File: src/rtl/elevator_scheduler.sv
// Three-floor elevator request scheduler: synchronizes active-low buttons into
// pending-request lamps and serves them in SCAN order with cycle-count timers.
module elevator_scheduler #(
  parameter int unsigned MOVE_CYCLES = 8,
  parameter int unsigned DOOR_CYCLES = 4,
  parameter int unsigned CNT_W       = 8
) (
  input  logic       clk,
  input  logic       rst_n,
  input  logic [2:0] btn_n,
  output logic [2:0] req_led,
  output logic [2:0] floor,
  output logic       door,
  output logic       moving,
  output logic       dir_up
);

  localparam logic [CNT_W-1:0] MOVE_LOAD = CNT_W'(MOVE_CYCLES - 1);
  localparam logic [CNT_W-1:0] DOOR_LOAD = CNT_W'(DOOR_CYCLES - 1);

  typedef enum logic [1:0] {IDLE, MOVING, DOOR_OPEN} state_e;

  state_e           state_q, state_d;
  logic [CNT_W-1:0] timer_q, timer_d;
  logic [2:0]       floor_q, floor_d;
  logic [2:0]       req_q, req_d;
  logic             door_q, door_d;
  logic             moving_q, moving_d;
  logic             dir_q, dir_d;
  logic [2:0]       sync1_q, sync2_q, hist_q;

  logic [2:0] press;
  logic [2:0] req_all;
  logic [2:0] next_floor;
  logic [2:0] ahead;

  // Floors strictly above / below a one-hot position.
  function automatic logic [2:0] above_of(input logic [2:0] f);
    return {f[1] | f[0], f[0], 1'b0};
  endfunction

  function automatic logic [2:0] below_of(input logic [2:0] f);
    return {1'b0, f[2], f[2] | f[1]};
  endfunction

  always_ff @(posedge clk) begin
    if (!rst_n) begin
      state_q  <= IDLE;
      timer_q  <= '0;
      floor_q  <= 3'b001;
      req_q    <= 3'b000;
      door_q   <= 1'b0;
      moving_q <= 1'b0;
      dir_q    <= 1'b1;
      sync1_q  <= 3'b111;
      sync2_q  <= 3'b111;
      hist_q   <= 3'b111;
    end else begin
      state_q  <= state_d;
      timer_q  <= timer_d;
      floor_q  <= floor_d;
      req_q    <= req_d;
      door_q   <= door_d;
      moving_q <= moving_d;
      dir_q    <= dir_d;
      sync1_q  <= btn_n;
      sync2_q  <= sync1_q;
      hist_q   <= sync2_q;
    end
  end

  // A press is a falling edge of the synchronized button.
  assign press      = hist_q & ~sync2_q;
  assign req_all    = req_q | press;
  assign next_floor = dir_q ? {floor_q[1:0], 1'b0} : {1'b0, floor_q[2:1]};
  assign ahead      = dir_q ? above_of(next_floor) : below_of(next_floor);

  always_comb begin
    state_d  = state_q;
    timer_d  = timer_q;
    floor_d  = floor_q;
    req_d    = req_q;
    door_d   = door_q;
    moving_d = moving_q;
    dir_d    = dir_q;
    case (state_q)
      IDLE: begin
        req_d = req_q | (press & ~floor_q);
        if (|(press & floor_q)) begin
          door_d  = 1'b1;
          timer_d = DOOR_LOAD;
          state_d = DOOR_OPEN;
        end else if (|req_q) begin
          // Keep going up if possible, else go down if possible, else up.
          dir_d    = (dir_q & (|(req_q & above_of(floor_q)))) |
                     ~(|(req_q & below_of(floor_q)));
          moving_d = 1'b1;
          timer_d  = MOVE_LOAD;
          state_d  = MOVING;
        end
      end
      MOVING: begin
        req_d = req_all;
        if (timer_q != '0) begin
          timer_d = timer_q - CNT_W'(1);
        end else begin
          floor_d = next_floor;
          if (|(req_all & next_floor)) begin
            req_d    = req_all & ~next_floor;
            moving_d = 1'b0;
            door_d   = 1'b1;
            timer_d  = DOOR_LOAD;
            state_d  = DOOR_OPEN;
          end else if (|(req_all & ahead)) begin
            timer_d = MOVE_LOAD;
          end else begin
            moving_d = 1'b0;
            state_d  = IDLE;
          end
        end
      end
      DOOR_OPEN: begin
        req_d = req_q | (press & ~floor_q);
        if (|(press & floor_q)) begin
          timer_d = DOOR_LOAD;
        end else if (timer_q != '0) begin
          timer_d = timer_q - CNT_W'(1);
        end else begin
          door_d  = 1'b0;
          state_d = IDLE;
        end
      end
      default: state_d = IDLE;
    endcase
  end

  assign req_led = req_q;
  assign floor   = floor_q;
  assign door    = door_q;
  assign moving  = moving_q;
  assign dir_up  = dir_q;

endmodule

File: config.mk
export PLATFORM = sky130hd
export DESIGN_NAME = elevator_scheduler
export DESIGN_NICKNAME = d
export VERILOG_FILES = /design/src/rtl/elevator_scheduler.sv
export SDC_FILE = /design/constraint.sdc
export NUM_CORES = 1
export LEC_CHECK = 0
export ABC_AREA = 1
export CORE_MARGIN = 2
export CORE_UTILIZATION = 40
export DETAILED_ROUTE_END_ITERATION = 8
export HOLD_SLACK_MARGIN = 0.08
export SYNTH_ARGS = -nofsm -noshare
export SYNTH_HDL_FRONTEND = slang
export SYNTH_SLANG_ARGS = --single-unit
File: constraint.sdc
create_clock -name clk -period 2.15 [get_ports clk]
set_clock_uncertainty 0.15 [all_clocks]
set_input_delay 0.3225 -clock clk [delete_from_list [all_inputs] [get_ports clk]]
set_output_delay 0.3225 -clock clk [all_outputs]
set_load 0.02 [all_outputs]
### Word-level counts from Yosys, hierarchy flattened

Cells that the tools add are included.

* bitwise gates (word level): 22
* multiplexer cells: 33
* $add $sub $neg: 1
* reductions and logical operators: 18
* equality and inequality tests: 13

Operators by type and width (number)
* 8-bit 2-to-1 mux: 7
* 8-bit one-hot mux with 3 select lines: 1
* 3-bit bitwise AND: 7
* 3-bit OR reduction: 6
* 2-bit 2-to-1 mux: 7
* 2-bit != test, second input constant: 7
* 3-bit 2-to-1 mux: 4
* 1-bit 2-to-1 mux: 10
* 5-bit AND reduction: 2
* 3-bit != test, second input constant: 3
* 3-bit NOT: 3
* 8-bit nonzero test: 1
* 8-bit by 1-bit subtractor with 8-bit output, second input constant: 1
* 3-bit bitwise OR: 2
* 2-bit one-hot mux with 3 select lines: 1
* 3-bit one-hot mux with 2 select lines: 1
* 6-bit AND reduction: 1
* 1-bit bitwise OR: 5
* 4-bit != test, second input constant: 1
* 4-bit AND reduction: 1
* 2-bit nonzero test: 2
* 3-bit by 2-bit bitwise AND with 3-bit output: 1
* 1-bit NOT: 3
* 1-bit one-hot mux with 3 select lines: 1
* other kinds (9): 9

* register bits after elaboration: 28
* output and inout bits: 9
* logic and storage cells: 97

### Longest topological paths before layout

* depth in word-level cells: 9
* mapped depth: 13
* depth with buffers taken out: 13

### Worst setup path after synthesis

Ideal clock, no wire load.

* path kind: register to register
* start: reg timer_q[0]
* end: reg timer_q[2]
* path buffers: 0
* path slack: 0.523 ns
* stages on the path, launching flop included: 13
* data required time: 1.888 ns
* period minus slack after synthesis: 1.627 ns
* arrival time: 1.365 ns
* library setup time: 0.112 ns
* cells stage by stage: dfxtp_1 > inv_1 > ha_1 > nand3_2 > inv_2 > nand2_4 > nor2_4 > nand3_4 > clkinv_4 > nor2_8 > nand2_1 > nand2_1 > nor2_1

* cells in the longest elaborated chain, start to end: 4
* elaborated cells on any way between the ends: 9
* classes of those cells: add/sub: 1; eq/ne: 2; mux: 4; reduce/logical: 2

RTL lines
* start: declaration: RTL line 24 `logic [CNT_W-1:0] timer_q, timer_d;`
* start signal: assignment: RTL line 60 `timer_q <= timer_d;`
* 8-bit by 1-bit subtractor with 8-bit output: RTL line 105, 127
* 8-bit 2-to-1 mux: RTL line 126 `end else if (timer_q != '0) begin`
* 8-bit 2-to-1 mux: RTL line 124 `if (|(press & floor_q)) begin`
* 8-bit one-hot mux with 3 select lines: RTL line 86 `case (state_q)`

Parallel ways exist; a longest one is shown, timed or not. The select of a mux whose other input is x is not followed.
A chain may end at the register's enable or synchronous reset.

### Worst setup path in the final report

* start: reg floor_q[1] (netlist: floor[1])
* end: out floor[1]

RTL lines
* start: declaration: RTL line 25 `logic [2:0] floor_q, floor_d;`
* start signal: assignment: RTL line 61 `floor_q <= floor_d;`
* end: declaration: RTL line 12 `output logic [2:0] floor,`

No word-level cell between the ends.

==> impl_table.tex <==
\begin{tabular}{lr}
\hline
Metric & Value \\
\hline
\multicolumn{2}{l}{\textbf{Run status}} \\
Result of the run & finished, final reports clean \\
\multicolumn{2}{l}{\textbf{Critical path}} \\
Crit end category & primary output \\
Category of the worst setup path launch point & flip-flop \\
Logic depth of the worst setup path including buffers & 1 \\
Reg-to-reg critical path startpoint & timer\_q[0] \\
Worst path bufs/invs & 1 \\
Worst Path Class, Setup & reg2out \\
Critical path peak fanout & 6 \\
R2R Setup Slk & 0.31 ns \\
R2R depth & 12 \\
Capture instance of the worst register-to-register path & timer\_q[2] \\
Critical path required time & approximately 1.7 ns \\
Standard cell with the maximum stage delay on the critical path & sky130\_fd\_sc\_hd\_\_clkdlybuf4s50\_1 \\
Crit path to & floor[1] \\
Largest delay contributor family on the critical path & buffers and inverters \\
Highest cell delay on the worst timing path & 0.66 ns \\
Sequence of cells on the critical path & clkdlybuf4s50\_1 \\
Data arrival time at the worst-slack endpoint & approximately 1.4 ns \\
Launching element of the worst setup path & floor[1] \\
\multicolumn{2}{l}{\textbf{Clocking}} \\
CTS tree & done \\
Root Driver & sky130\_fd\_sc\_hd\_\_clkbuf\_8 \\
Deepest clock path buffer count & 2 \\
Clock-pin slew on the worst setup and hold paths & 0.10 ns \\
Total setup buffers inserted after CTS & 0 \\
Htree depth & 1 \\
Clock insertion delay at the later pin of the skew report & $\sim$0.29 ns \\
\# clock sinks & 28 \\
Hold buffers post-CTS & 0 \\
Inserted Clock Buffers & 3 \\
Cells resized by post-CTS repair & 0 \\
\multicolumn{2}{l}{\textbf{Routing}} \\
Routed length per placed instance & 12.1 µm \\
DRC errors left & 0 \\
Vias per cell & 4.94 \\
Via count of the routed design & 1530 \\
Final WL & about 3800 µm \\
First-iteration detailed-routing DRC count & 81 \\
Pre-antenna DRT Iters & 4 \\
Remaining antenna violation count & 0 \\
\multicolumn{2}{l}{\textbf{Floorplanning}} \\
Number of top-level design ports & 14 \\
Floorplan die height & 69.8 µm \\
Die Footprint & $\sim$0.005 mm² \\
Number of rows created at floorplan & 23 \\
Starting Density & about 42\% \\
Chip Width & 69.8 µm \\
Placeable Area & between 0.004 and 0.005 mm² \\
\multicolumn{2}{l}{\textbf{Pwr}} \\
Net switching component of the power & between 1 and 1.5 mW \\
Sw Share & 47.7\% \\
Int Power & $\sim$1.5 mW \\
Max IR drop VDD & 527 µV \\
Part of the total power dissipated in the clock network & between 10\% and 20\% \\
Fraction of power consumed by combinational cells & 59.3\% \\
Static leakage & 0.924 nW \\
P per Cell Area & between 1000 and 1500 mW/mm² \\
Sequential group share of total power & a little over a quarter \\
\multicolumn{2}{l}{\textbf{Yosys}} \\
Synthesized-area fraction occupied by xor and xnor cells & $\sim$2.0\% \\
Register area share after synthesis & 32.4\% \\
FF+latch count, synth & 28 \\
Syn\_nets & 256 \\
Multiplexer share of the synthesized area & 0\% \\
Post-synthesis instance total & 245 \\
Total standard cell area after synthesis & 0.00173 mm² \\
Number of synthesis warnings & 0 \\
Compound-gate portion of the synthesized area & 10.1\% \\
Synthesized-area fraction occupied by and/or/nand/nor cells & 41.3\% \\
Main combinational cell family by area after synthesis & simple AND/OR/NAND/NOR gates \\
Distinct cells, synth & 29 \\
Average footprint of a synthesized cell & around 7.1 µm² \\
Adder and majority cell fraction of the synthesized area & between 4 and 5\% \\
\multicolumn{2}{l}{\textbf{STA}} \\
Max-Slew Margin vs Limit & 69.2\% \\
Final Max Slew Viols & 0 \\
Number of failing setup endpoints in the final timing report & 0 \\
Setup repair after global routing missed its margin & no \\
Setup tns final & 0 ns \\
Final Hold Slack & 0.271 ns \\
Crit share post-route & 88.7\% \\
Crit path time final & 1.91 ns \\
Achievable frequency & about 520 MHz \\
Number of hold violations in the final report & 0 \\
Least-Margin Pin Slew & between 0.4 and 0.5 ns \\
\multicolumn{2}{l}{\textbf{Cells and area}} \\
Number of antenna cells inserted & 0 \\
Proportion of layout cells with a drive suffix above 1 & 18.5\% \\
Number of filler instances in the final layout & 438 \\
Layout Cell Area excl Fill & 0.00198 mm² \\
Leading cell type in the layout, fill and taps excluded & sky130\_fd\_sc\_hd\_\_nand2\_1 \\
Sequential cell area & 561 µm² \\
Layout Cells excl Fill & 310 \\
Final design utilization & 48.4\% \\
Commonest cells after routing, fill and taps aside & sky130\_fd\_sc\_hd\_\_nand2\_1 (60), sky130\_fd\_sc\_hd\_\_inv\_1 (28), sky130\_fd\_sc\_hd\_\_dfxtp\_1 (28), sky130\_fd\_sc\_hd\_\_nor2\_1 (19), sky130\_fd\_sc\_hd\_\_nand3\_1 (17) \\
Synth-to-Final Area Change & 14.5\% \\
Nets & around 270 \\
Total area of multi-input combinational cells & roughly 1000 µm² \\
\multicolumn{2}{l}{\textbf{Place}} \\
Estimated wirelength of the detail-placed design & 2880 µm \\
Number of placed instances with taps included & 306 \\
DP Area & 0.00191 mm² \\
GP Congestion & roughly 0.8 \\
Number of input and output port buffers inserted & 13 \\
\multicolumn{2}{l}{\textbf{Global routing}} \\
Sum of overflow across all layers after global routing & 0 \\
Combined global-route utilization of all metal layers & between 15 and 20\% \\
Pin count of the biggest net entering global routing & 17 \\
Antenna violations before repair & 0 \\
Number of global-route vias before repair & 1384 \\
First-pass GRT wire length & roughly 6400 µm \\
\multicolumn{2}{l}{\textbf{Hold path}} \\
Path type of the worst min-delay path & reg2reg \\
Hold path cells & 1 \\
\multicolumn{2}{l}{\textbf{Flow run}} \\
Max-cap violations & 0 \\
\hline
\end{tabular}
area by class of cell:
cell class                 instances  area share (%)
multi-input combinational        176            50.5
sequential                        28            28.3
inverter                          38            7.46
timing repair buffer              14            6.95
tap                               50            3.16
clock buffer                       3            2.09
clock inverter                     1            1.52
synth_stat cells:
| master | number | area share (%) |
|---|---|---|
| sky130_fd_sc_hd__a21oi_1 | 10 | 2.9 |
| sky130_fd_sc_hd__o21ai_1 | 1 | 0.29 |
| sky130_fd_sc_hd__o211ai_1 | 2 | 0.87 |
| sky130_fd_sc_hd__ha_1 | 6 | 4.3 |
| sky130_fd_sc_hd__nand3_1 | 17 | 4.9 |
| sky130_fd_sc_hd__xor2_1 | 4 | 2.0 |
| sky130_fd_sc_hd__nor3_1 | 9 | 2.6 |
| sky130_fd_sc_hd__inv_1 | 28 | 6.1 |
| sky130_fd_sc_hd__a21oi_2 | 2 | 1.0 |
| sky130_fd_sc_hd__buf_6 | 1 | 0.65 |
| sky130_fd_sc_hd__clkinv_4 | 1 | 0.51 |
| sky130_fd_sc_hd__nor2_2 | 2 | 0.72 |
| sky130_fd_sc_hd__buf_2 | 2 | 0.58 |
| sky130_fd_sc_hd__nand2_2 | 6 | 2.2 |
| sky130_fd_sc_hd__o21ai_2 | 2 | 1.0 |
| sky130_fd_sc_hd__nand2_1 | 60 | 13 |
| sky130_fd_sc_hd__nand3_2 | 7 | 4.1 |
| sky130_fd_sc_hd__o21ai_0 | 9 | 2.6 |
| sky130_fd_sc_hd__nor2_4 | 4 | 2.6 |
| sky130_fd_sc_hd__o2111ai_1 | 2 | 1.0 |
| sky130_fd_sc_hd__inv_2 | 9 | 2.0 |
| sky130_fd_sc_hd__nand4_1 | 3 | 1.1 |
| sky130_fd_sc_hd__dfxtp_1 | 28 | 32 |
| sky130_fd_sc_hd__nor2_8 | 1 | 1.2 |
| sky130_fd_sc_hd__or2_2 | 6 | 2.2 |
| sky130_fd_sc_hd__a211oi_1 | 1 | 0.43 |
| sky130_fd_sc_hd__nor2_1 | 19 | 4.1 |
| sky130_fd_sc_hd__nand2_4 | 1 | 0.65 |
| sky130_fd_sc_hd__nand3_4 | 2 | 2.0 |
cells by family (layout without fill, tap and decap cells):
logic type	Yosys count	in the layout
AOI/OAI and AO/OA	29	29
xor gates and xnor gates	4	4
adders and majority gates	6	6
buffers and inverters	41	56
DFF	28	28
and+or+nand+nor	137	137
through the flow:
stage | setup WS [ns] | power [mW]
floorplan | 0.523 | 2.10
global placement | 0.334 | 2.54
detailed placement | 0.332 | 2.53
CTS | 0.241 | 2.97
global route | 0.185 | 3.21
finish | 0.243 | 2.95
metal layers:
layer  up-vias  track usage, %  wire length [µm]
met5         -               0                 0
met4         0            6.41                64
met3         5            2.18               138
met2        25            24.0              1610
met1       684            24.2              1940
li1        816               -                 -
power by group through the flow:
stage	combinational (mW)	sequential, mW	clock [mW]
2_1_floorplan	1.27	0.835	0
3_3_place_gp	1.75	0.785	0
3_5_place_dp	1.74	0.783	0
4_1_cts	1.75	0.771	0.441
5_1_grt	1.96	0.790	0.463
6_report	1.75	0.770	0.432
flip-flops by register name, summed over array words and instances (netlist names), 2 cells and up:
| signal | flops |
|---|---|
| sync1_q | 3 |
| timer_q | 8 |
| req_led | 3 |
| state_q | 2 |
| sync2_q | 3 |
| hist_q | 3 |
| floor | 3 |
worst min path at each step:
stage,startpoint,endpoint
after floorplan,sync1_q[0],sync2_q[0]
after global placement,sync1_q[2],sync2_q[2]
after detailed placement,sync1_q[2],sync2_q[2]
after CTS,sync1_q[2],sync2_q[2]
after global routing,sync1_q[0],sync2_q[0]
final,sync1_q[2],sync2_q[2]
No activity file was read; power rests on OpenSTA's default activity.
==> RTL change (config.mk and constraints unchanged) <==
Make the reset (`rst_n`) asynchronous in one clocked block.
--- a/src/rtl/elevator_scheduler.sv
+++ b/src/rtl/elevator_scheduler.sv
@@ -45,3 +45,3 @@
 
-  always_ff @(posedge clk) begin
+  always_ff @(posedge clk or negedge rst_n) begin
     if (!rst_n) begin
Formal check against the unedited RTL: differs if rst_n is asserted again (counterexample within 4 cycles, from zero or initial values and one cycle with rst_n low); with rst_n held inactive, the same outputs for 10 cycles.
==> RTL change against the unedited design <==
Maximum frequency fell by 2.5%; cell area rose by 0.51%; synthesized area fell by 1.7%; final cell count fell by 5.2%; register-to-register slack got worse by 0.09 ns; critical endpoint is now dir_up; setup slack got worse by 0.048 ns; routed wire length fell by 4.4%; sequential cell count did not move; worst hold slack got worse by 0.060 ns.
Power is not compared: it rests on default switching activity, and its combinational part moved more than twofold at a synthesized area within 25%.
==> RTL change: results (changes against the unedited design) <==
- Post-Place Cells: 290 (-5.2%)
- Prevailing post-synth register cell: dfrtp_1
* Wirelength, routed: 3590 µm (-4.4%)
- Gate Count Post-Synth: 224 (-8.6%)
* Vias/cell: 5.01 (+1.6%)
- Violation count after the first detailed-route iteration: 100 (+23%)
- Largest net degree at the start of global routing: 29 (+12)
- Layout net count: 257 (-5.5%)
- The total nets after synthesis was 236 (-7.8%).
* H-tree lvl count: 1 (unchanged)
* Top cells by instance count after synthesis: 71 x nand2_1, 30 x inv_1, 21 x nand3_1
- Layout cell share with drive strength beyond 1: 0.164 (-0.0207)
* Cell Area, Placed: 0.00192 mm² (+0.52%)
* HPWL after detailed placement: 2670 µm (-7.2%)
- Placer's final routability congestion estimate: 0.929 (+15%)
* Top cells by area, synth: dfrtp_1 25%, dfstp_2 17%, nand2_1 16%, inv_1 6.6%, nand3_1 6.2%
- Overall routing resource usage: 0.157 (-0.00691)
- In this run the most critical hold path is launched from sync1_q[2]$_DFF_PN1_.
- The max-slew headroom at the worst pin is 0.728 (+0.0355).
- Delay of the slowest critical-path stage: 0.61 ns (-0.05 ns)
- Broken down by cell family, the worst path's largest delay share belongs to buffers and inverters.
- The vias after detailed routing came to 1474 (-3.7%).
* Fraction of synthesis flops using an asynchronous set or reset pin: 1.00 (+1.00)
- Via count of the first global-routing pass: 1343 (-3.0%)
- The tree is rooted in a clkbuf_8.
- First-pass GRT wire length: 6190 µm (-4.0%)
- The number of unique standard cell types used by synthesis was 23 (-21%).
- The arrival time at the worst endpoint is 1.48 ns (+0.05 ns).
- The startpoint identified for the worst register-to-register timing path is timer_q[1]$_DFFE_PN0P_.
- Result of the run: complete, no violations
[RTL change: cell count changes after synthesis, sizes merged, moves of 3 or more]
cell	change
or2	-6
dfxtp	-28
nor2	-9
dfstp	+11
nor3	-6
dfrtp	+17
nand3	-3
a31oi	+3
nand2	+8
a21oi	-7
inv	-6
o21ai	+10
[RTL change: final cells by class]
type / instances / area [µm²] / share of cell area
timing repair buffer: 19 / 175 / 0.0881
clock buffer: 4 / 66.3 / 0.0333
sequential: 28 / 714 / 0.359
tap: 50 / 62.6 / 0.0314
inverter: 31 / 116 / 0.0585
multi-input combinational: 162 / 855 / 0.430
[RTL change: kinds of logic (layout without fill, tap and decap cells)]
kind of cell	after synthesis	after routing	synth area share
xor+xnor	3	3	0.0155
simple gates	122	122	0.329
flops	28	28	0.420
compound gates	30	30	0.104
buf+inv	34	54	0.0795
fa+ha+maj	7	7	0.0515
[RTL change: per-layer routing]
metal | vias to the layer above | track usage | wire length (µm)
met5 | - | 0 | 0
met4 | 0 | 0.0545 | 63
li1 | 755 | - | -
met3 | 6 | 0.0189 | 114
met2 | 33 | 0.221 | 1540
met1 | 680 | 0.246 | 1870
[RTL change: worst paths after layout]
check / cells past startpoint / end / slack [ns]
worst max-delay path: 1 / dir_up / 0.19
worst min-delay path: 0 / sync2_q[2]$_DFF_PN1_ / 0.21
worst max register to register: 9 / timer_q[7]$_DFFE_PN0P_ / 0.22
worst min register to register: 0 / sync2_q[2]$_DFF_PN1_ / 0.21
min in group asynchronous: 2 / state_q[1]$_DFFE_PN0P_ / 0.26
max in group asynchronous: 2 / dir_up$_DFFE_PN1P_ / 1.28
[RTL change: timing repair]
item                                    CTS  global route
buffers inserted                          0             0
endpoints found under the setup margin    0             8
hold buffers                              0             0
gates resized for setup                   0             1
